==> src/rtl/tile_loop_scheduler.sv <==
// rtl/tile_loop_scheduler.sv - 3-level tiled loop nest sequencer (load -> compute -> store per tile)
module tile_loop_scheduler #(
   parameter int CW     = 16,
   parameter int N0_MAX = 4,
   parameter int N1_MAX = 2,
   parameter int N2_MAX = 3
) (
   input  logic          clk,
   input  logic          rst,
   input  logic          start,
   output logic          load_start,
   input  logic          load_done,
   output logic          comp_start,
   input  logic          comp_done,
   output logic          store_start,
   input  logic          store_done,
   output logic [CW-1:0] tile0,
   output logic [CW-1:0] tile1,
   output logic [CW-1:0] tile2,
   output logic          last_tile,
   output logic          busy,
   output logic          done
);

   localparam logic [CW-1:0] T0_LAST = CW'(N0_MAX - 1);
   localparam logic [CW-1:0] T1_LAST = CW'(N1_MAX - 1);
   localparam logic [CW-1:0] T2_LAST = CW'(N2_MAX - 1);

   typedef enum logic [2:0] {
      IDLE, LOAD, WAIT_LOAD, COMP, WAIT_COMP, STORE, WAIT_STORE, FINISH
   } state_t;

   state_t        state, state_nxt;
   logic [CW-1:0] tile0_nxt, tile1_nxt, tile2_nxt;
   logic          wrap0, wrap1, wrap2;

   assign wrap0     = (tile0 == T0_LAST);
   assign wrap1     = (tile1 == T1_LAST);
   assign wrap2     = (tile2 == T2_LAST);
   assign last_tile = wrap0 && wrap1 && wrap2;

   always_ff @(posedge clk or posedge rst) begin
      if (rst) begin
         state <= IDLE;
         tile0 <= '0;
         tile1 <= '0;
         tile2 <= '0;
      end else begin
         state <= state_nxt;
         tile0 <= tile0_nxt;
         tile1 <= tile1_nxt;
         tile2 <= tile2_nxt;
      end
   end

   // Indices only move on the IDLE->LOAD edge (clear) and the WAIT_STORE->LOAD edge (advance),
   // so they stay stable for the whole load/compute/store of one tile.
   always_comb begin
      state_nxt = state;
      tile0_nxt = tile0;
      tile1_nxt = tile1;
      tile2_nxt = tile2;
      case (state)
         IDLE: begin
            if (start) begin
               state_nxt = LOAD;
               tile0_nxt = '0;
               tile1_nxt = '0;
               tile2_nxt = '0;
            end
         end
         LOAD:      state_nxt = WAIT_LOAD;
         WAIT_LOAD: if (load_done) state_nxt = COMP;
         COMP:      state_nxt = WAIT_COMP;
         WAIT_COMP: if (comp_done) state_nxt = STORE;
         STORE:     state_nxt = WAIT_STORE;
         WAIT_STORE: begin
            if (store_done) begin
               if (last_tile) begin
                  state_nxt = FINISH;
               end else begin
                  state_nxt = LOAD;
                  tile0_nxt = wrap0 ? '0 : tile0 + 1'b1;
                  if (wrap0) begin
                     tile1_nxt = wrap1 ? '0 : tile1 + 1'b1;
                     if (wrap1) tile2_nxt = wrap2 ? '0 : tile2 + 1'b1;
                  end
               end
            end
         end
         FINISH:  state_nxt = IDLE;
         default: state_nxt = IDLE;
      endcase
   end

   always_comb begin
      load_start  = 1'b0;
      comp_start  = 1'b0;
      store_start = 1'b0;
      done        = 1'b0;
      busy        = (state != IDLE);
      case (state)
         LOAD:    load_start  = 1'b1;
         COMP:    comp_start  = 1'b1;
         STORE:   store_start = 1'b1;
         FINISH:  done        = 1'b1;
         default: ;
      endcase
   end

endmodule

==> config.mk <==
export PLATFORM = sky130hd
export DESIGN_NAME = tile_loop_scheduler
export DESIGN_NICKNAME = d
export VERILOG_FILES = /design/src/rtl/tile_loop_scheduler.sv
export SDC_FILE = /design/constraint.sdc
export NUM_CORES = 1
export LEC_CHECK = 0
export ABC_AREA = 1
export BUFFER_PORTS_ARGS = -buffer_cell sky130_fd_sc_hd__buf_2
export CORE_MARGIN = 3
export CORE_UTILIZATION = 35
export CTS_CLUSTER_DIAMETER = 50
export CTS_CLUSTER_SIZE = 12
export DETAILED_ROUTE_END_ITERATION = 6
export GPL_ROUTABILITY_DRIVEN = 0
export GPL_TIMING_DRIVEN = 0
export PLACE_DENSITY = 0.51
export SLEW_MARGIN = 40
export SYNTH_ARGS = -nofsm -noshare
export SYNTH_HDL_FRONTEND = slang
export SYNTH_SLANG_ARGS = --single-unit
==> constraint.sdc <==
create_clock -name clk -period 2.3 [get_ports clk]
set_input_delay 0.115 -clock clk [delete_from_list [all_inputs] [get_ports clk]]
set_output_delay 0.115 -clock clk [all_outputs]
set_load 0.03 [all_outputs]
# Yosys cells after proc, flatten, opt, wreduce, memory -nomap -nowiden
# Index checks and enable logic that the tools add are counted.
[word_totals]
ff_bits = 51
latchBits = 0
mem_bits_rw = 0
romBits = 0
input_bits = 6
out_inout_bits = 54
word_cells = 59
memories = 0
[classes]
addsub = 3
multipliers = 0
div = 0
order_cmp = 0
eq_ne = 17
shifts = 0
n_mux = 26
n_bitwise = 0
n_reduce_logical = 9
[op_table]
columns = ["operator", "n"]
rows = [
  ["16-bit 2-to-1 mux", 13],
  ["16-bit case mux with 2 select lines", 3],
  ["16-bit by 1-bit adder with 16-bit output, second input constant", 3],
  ["16-bit by 2-bit == test with 1-bit output, second input constant", 2],
  ["3-bit case mux with 8 select lines", 1],
  ["16-bit by 1-bit == test with 1-bit output, second input constant", 1],
  ["3-bit 2-to-1 mux", 5],
  ["2-bit != test, second input constant", 7],
  ["3-bit == test, second input constant", 4],
  ["4-bit AND reduction", 2],
  ["3-bit by 2-bit == test with 1-bit output, second input constant", 2],
  ["6-bit AND reduction", 1],
  ["5-bit AND reduction", 1],
  ["1-bit 2-to-1 mux", 4],
  ["3-bit by 1-bit == test with 1-bit output, second input constant", 1],
  ["3-bit zero test", 1],
  ["3-bit nonzero test", 1],
  ["1-bit logical AND", 2],
  ["2-bit nonzero test", 1],
]

# Logic depth before layout (Yosys ltp)
[depth]
depth_word = 7
ltp_mapped = 13
depth_no_buf = 13

# Least setup slack after synthesis
# No wires, ideal clock.
[synth_path]
path_kind = "register to output"
from = "reg tile0[0]"
to = "out last_tile"
arrival_time_ns = 2.072
required_time_ns = 2.185
setup_slack_ns = 0.113
path_stages_with_launch = 8
path_buffers = 0
path_cell_list = "dfrtp_1 -> ha_1 -> inv_1 -> nor2_1 -> nand2_1 -> nor2_1 -> nand2_1 -> nor4_1"
[synth_between]
elab_chain_len = 3
[synth_lines]
columns = ["item", "line_no", "text"]
rows = [
  ["start, declared", "17", "output logic [CW-1:0] tile0,"],
  ["start signal, assigned", "50", "tile0 <= tile0_nxt;"],
  ["16-bit by 2-bit == test with 1-bit output", "37", "assign wrap0 = (tile0 == T0_LAST);"],
  ["1-bit logical AND (2 in series)", "40", "assign last_tile = wrap0 && wrap1 && wrap2;"],
  ["end, declared", "20", "output logic last_tile,"],
]
# Every way passes these cells.

# Worst setup path after layout
[layout_path]
from = "reg tile2[0]"
to = "out last_tile"
[layout_between]
elab_chain_len = 2
[layout_lines]
columns = ["item", "line_no", "text"]
rows = [
  ["start, declared", "19", "output logic [CW-1:0] tile2,"],
  ["start signal, assigned", "52", "tile2 <= tile2_nxt;"],
  ["16-bit by 2-bit == test with 1-bit output", "39", "assign wrap2 = (tile2 == T2_LAST);"],
  ["1-bit logical AND", "40", ""],
]
# Every way passes these cells.

==> flow_results.org <==
** Run status
- Result of the run :: finished, final reports clean

** Floorplanning
- In this run the standard cell core region covers between 9000 and 10000 µm².
- In this run the vertical extent of the chip is 109 µm.
- Top-level I/O count :: 60
- Starting density of the core :: a little under two fifths
- Overall die width :: ~110 µm
- The die covers 11800 µm².
- Number of core rows :: 36

** Clock tree
- Number of buffers created by CTS :: 5
- CTS H-Tree Depth :: 2
- After clock tree synthesis, the setup repair step added 0 buffers.
- The longest clock path from root to sink contains 2 buffers.
- TritonCTS built the clock tree.
- Clock root buffer :: sky130_fd_sc_hd__clkbuf_8
- Clock transition at path regs :: 0.10 ns
- Clock latency on the worst-skew pair, taken at its later pin, is about 0.3 ns.
- Total clock sinks :: between 50 and 60

** Layout
- Area of combinational cells with multiple inputs :: 2160 µm²
- Final core occ :: 42.8%
- Across the whole layout, storage elements account for approximately 1300 µm².
- From synthesis to final layout, the design area changed by 15.9%.
- After routing the design area is approximately 4300 µm².
- Non-filler cells in the finished layout :: 770
- In the final layout, the share of cells above drive strength 1 is 16.2%.
- Nets :: 647
- The layout has approximately 1100 filler cells.
- Final antenna diode count :: 0

** Synthesis
- Leading post-synthesis cells by cell area :: sky130_fd_sc_hd__dfrtp_1, sky130_fd_sc_hd__nand2_1, sky130_fd_sc_hd__nor2_1
- The synthesized design contains slightly above 50 register bits.
- Counting flops with a built-in enable in the synthesized netlist gives 0.
- The synthesized netlist contains 32 unique library cells.
- After synthesis, the mean cell area works out to 6.50 µm².
- Share of synthesized flip-flops with an asynchronous set or reset :: 100%
- Synth warn :: 0
- Number of cells produced by synthesis :: 568
- Top flip-flop cell by instance count after synthesis :: sky130_fd_sc_hd__dfrtp_1
- The cell area that synthesis handed to floorplanning was roughly 3700 µm².
- Summed over all instances, the cell type with the most area after synthesis is sky130_fd_sc_hd__dfrtp_1.
- Sequential-to-total area share from yosys stat :: between 30% and 40%
- Post-synth net total :: about 580
- Summed over its instances, the top area cell type makes up between 30% and 40% of the synthesized netlist area.

** Setup path
- STA classifies the critical path startpoint as a flop.
- Crit path DAT :: roughly 2 ns
- Category of the most critical setup path :: reg2out
- Along the worst path, the maximum fanout reaches 7.
- Critical path launch point :: tile2[0]
- STA puts the critical path data required time at 2.18 ns.
- In this design, the largest share of critical-path delay is due to simple AND/OR/NAND/NOR gates.
- Counting both buffers and inverters, the worst setup path holds a total of 2.
- Among all stages on the critical path, the largest delay is contributed by sky130_fd_sc_hd__dfrtp_1.
- The startpoint identified for the worst register-to-register timing path is tile2[0].
- Walking the worst path, the cells encountered are inv_1 > ha_1 > nand2_1 > nor2_1 > nand3_1 > nor4_2 > buf_2.
- CP peak stage delay :: roughly 0.48 ns
- The worst setup path is captured at a primary output.

** Power
- Sw power :: about 0.0013 W
- Cell-internal power :: ~0.0015 W
- In this run the power density over the cells is 657 nW/µm².
- For this design the static power due to leakage is 2.15 nW.
- Fraction of power spent switching nets :: 46.1%
- Share of power burned in combinational logic :: between 40% and 50%
- Registers are responsible for between 30 and 40% of the overall power.
- Share of power burned in the clock network :: between 10% and 20%
- Worst voltage drop across the vdd grid :: around 460 µV
- The completed layout was analyzed and its total power is around 0.0028 W.

** Global routing
- The first global-routing pass estimated roughly 17000 µm of wire.
- Global routing used between 15 and 20% of the available tracks across all layers.
- Pin count of the biggest net entering global routing :: 37
- Vias in the first global route :: 3460
- Aggregate global routing overflow :: 0
- Initial antenna violation count :: 0

** Timing
- Setup violations remaining at the end of the flow were counted as 0.
- The number of pins exceeding their max-slew limit in the final report was 0.
- After layout, the minimum clock period comes to ~2.1 ns.
- In the finished design, the share of the clock period the worst path needs comes to 92.0%.
- Unrepaired setup endpoints after global routing :: yes
- For the pin with the worst max-slew slack, the measured transition is approximately 0.56 ns.
- Clock skew after layout :: ~0.011 ns
- Worst slew margin :: 62.6%
- The final number of hold-violating endpoints is 0.
- Static timing analysis puts the maximum clock frequency at 0.473 GHz.
- Post-route worst hold slack :: between 0.2 and 0.3 ns

** Routing
- The detailed router finished its first iteration with around 160 violations.
- After detailed routing, the number of vias per cell comes to slightly below 5.
- The routed layout has around 3700 vias.
- Number of routed nets with antenna violations :: 0
- Drt wl/cell :: 13.1 µm
- The first TritonRoute pass finished after 4 iterations.
- Total routed wirelength :: about 10000 µm
- Drc violations :: 0

** Placement
- Cell count after placement :: between 700 and 800
- IO Port Bufs :: between 50 and 60
- The wire-length estimate of the detail-placed layout is roughly 8000 µm.
- The placed instances occupy a cell area of roughly 4200 µm².

** Run
- The tool flagged a number of max-cap violations equal to 0.

** Min path
- The worst hold path begins at load_done.
- The path class of the tightest hold or removal check is in2reg.
-- path summary, 6_finish.rpt --
check | end | slack [ns] | cells past startpoint
min in group asynchronous | tile0[5] | 0.28 | 3
hold / removal | state[1] | 0.25 | 5
setup / recovery | last_tile | 0.19 | 7
setup reg to reg | tile0[3] | 0.19 | 10
hold reg to reg | state[0] | 0.49 | 1
max in group asynchronous | tile0[0] | 1.57 | 4
-- power groups by stage --
stage / combinational [W] / clock, W / sequential [W]
after floorplan: 0.000886 / 0 / 0.00107
after global placement: 0.00127 / 0 / 0.00104
after detailed placement: 0.00128 / 0 / 0.00104
after CTS: 0.00129 / 0.000554 / 0.00102
after global routing: 0.00140 / 0.000580 / 0.00103
final: 0.00126 / 0.000531 / 0.00102
-- through the flow --
step	setup slack [ns]	TNS [ns]
3_5_place_dp	0.176	0
3_3_place_gp	0.105	0
5_1_grt	-0.0140	-0.0487
4_1_cts	0.0963	0
2_1_floorplan	0.113	0
6_report	0.185	0
-- timing repair --
action	in CTS	in global routing
endpoints found under the setup margin	0	5
gates resized for setup	0	2
hold buffers	1	0
hold endpoints to repair	15	0
-- metal layers --
layer,part of all wire [%],track usage [%],up-vias
met5,0,0,-
met4,0.82,3.43,0
met3,4.1,2.37,8
met2,47,29.9,69
met1,48,25.3,1704
li1,-,-,1931
-- tightest hold or removal path, stage by stage --
cell,delay (ns)
sky130_fd_sc_hd__buf_2,0.09
sky130_fd_sc_hd__o22ai_1,0.12
sky130_fd_sc_hd__nor2_1,0.09
sky130_fd_sc_hd__nand2_1,0.06
sky130_fd_sc_hd__nand2_1,0.04
-- registers in the layout, indices dropped and copies added, names as in the netlist --
signal	count
tile2	16
tile0	16
state	3
tile1	16
-- logic make-up (layout without fill, tap and decap cells) --
family / Yosys count / in the layout / synth area share, %
DFF: 51 / 51 / 34.6
and+or+nand+nor: 402 / 402 / 46.2
adders and majority gates: 5 / 5 / 1.69
buffers and inverters: 59 / 128 / 7.15
xor gates and xnor gates: 24 / 24 / 5.69
AOI/OAI and AO/OA: 27 / 27 / 4.71
-- Yosys cell counts (3+ instances only) --
master                       n
sky130_fd_sc_hd__buf_2       4
sky130_fd_sc_hd__nor3_1      6
sky130_fd_sc_hd__nand3_1    34
sky130_fd_sc_hd__buf_4       4
sky130_fd_sc_hd__dfrtp_1    51
sky130_fd_sc_hd__buf_6       3
sky130_fd_sc_hd__o21ai_1     3
sky130_fd_sc_hd__clkbuf_1    4
sky130_fd_sc_hd__a21oi_1     3
sky130_fd_sc_hd__nand4_1    26
sky130_fd_sc_hd__inv_2       4
sky130_fd_sc_hd__o21ai_2     7
sky130_fd_sc_hd__o21ai_0    12
sky130_fd_sc_hd__inv_1      40
sky130_fd_sc_hd__nor2_1    116
sky130_fd_sc_hd__xor2_1     18
sky130_fd_sc_hd__ha_1        5
sky130_fd_sc_hd__xnor2_1     6
sky130_fd_sc_hd__nand2_1   205
-- layout by cell type (no fill, tap or decap), types with 2 or more instances in the layout --
| cell | n |
|---|---|
| sky130_fd_sc_hd__ha_1 | 5 |
| sky130_fd_sc_hd__nor2_1 | 115 |
| sky130_fd_sc_hd__nand3_1 | 34 |
| sky130_fd_sc_hd__nand4_1 | 26 |
| sky130_fd_sc_hd__nand3_2 | 2 |
| sky130_fd_sc_hd__dfrtp_1 | 51 |
| sky130_fd_sc_hd__buf_6 | 3 |
| sky130_fd_sc_hd__a21oi_1 | 3 |
| sky130_fd_sc_hd__nand2_1 | 205 |
| sky130_fd_sc_hd__xnor2_1 | 6 |
| sky130_fd_sc_hd__xor2_1 | 18 |
| sky130_fd_sc_hd__buf_2 | 63 |
| sky130_fd_sc_hd__inv_2 | 4 |
| sky130_fd_sc_hd__clkbuf_8 | 5 |
| sky130_fd_sc_hd__o21ai_1 | 3 |
| sky130_fd_sc_hd__nor3_1 | 6 |
| sky130_fd_sc_hd__o21ai_2 | 7 |
| sky130_fd_sc_hd__nor2_2 | 2 |
| sky130_fd_sc_hd__nand3_4 | 2 |
| sky130_fd_sc_hd__inv_1 | 39 |
| sky130_fd_sc_hd__o21ai_0 | 12 |
| sky130_fd_sc_hd__nand2_4 | 2 |
| sky130_fd_sc_hd__buf_4 | 4 |
| sky130_fd_sc_hd__clkbuf_1 | 5 |
-- area by class of cell --
type	count	share of cell area [%]
Buffer	15	2.31
Clock buffer	6	1.69
Clock inverter	2	0.292
Inverter	44	3.92
Multi-Input combinational cell	458	50.5
Sequential cell	51	29.8
Tap cell	133	3.89
Timing Repair Buffer	61	7.60
No activity file was read; power rests on OpenSTA's default activity.
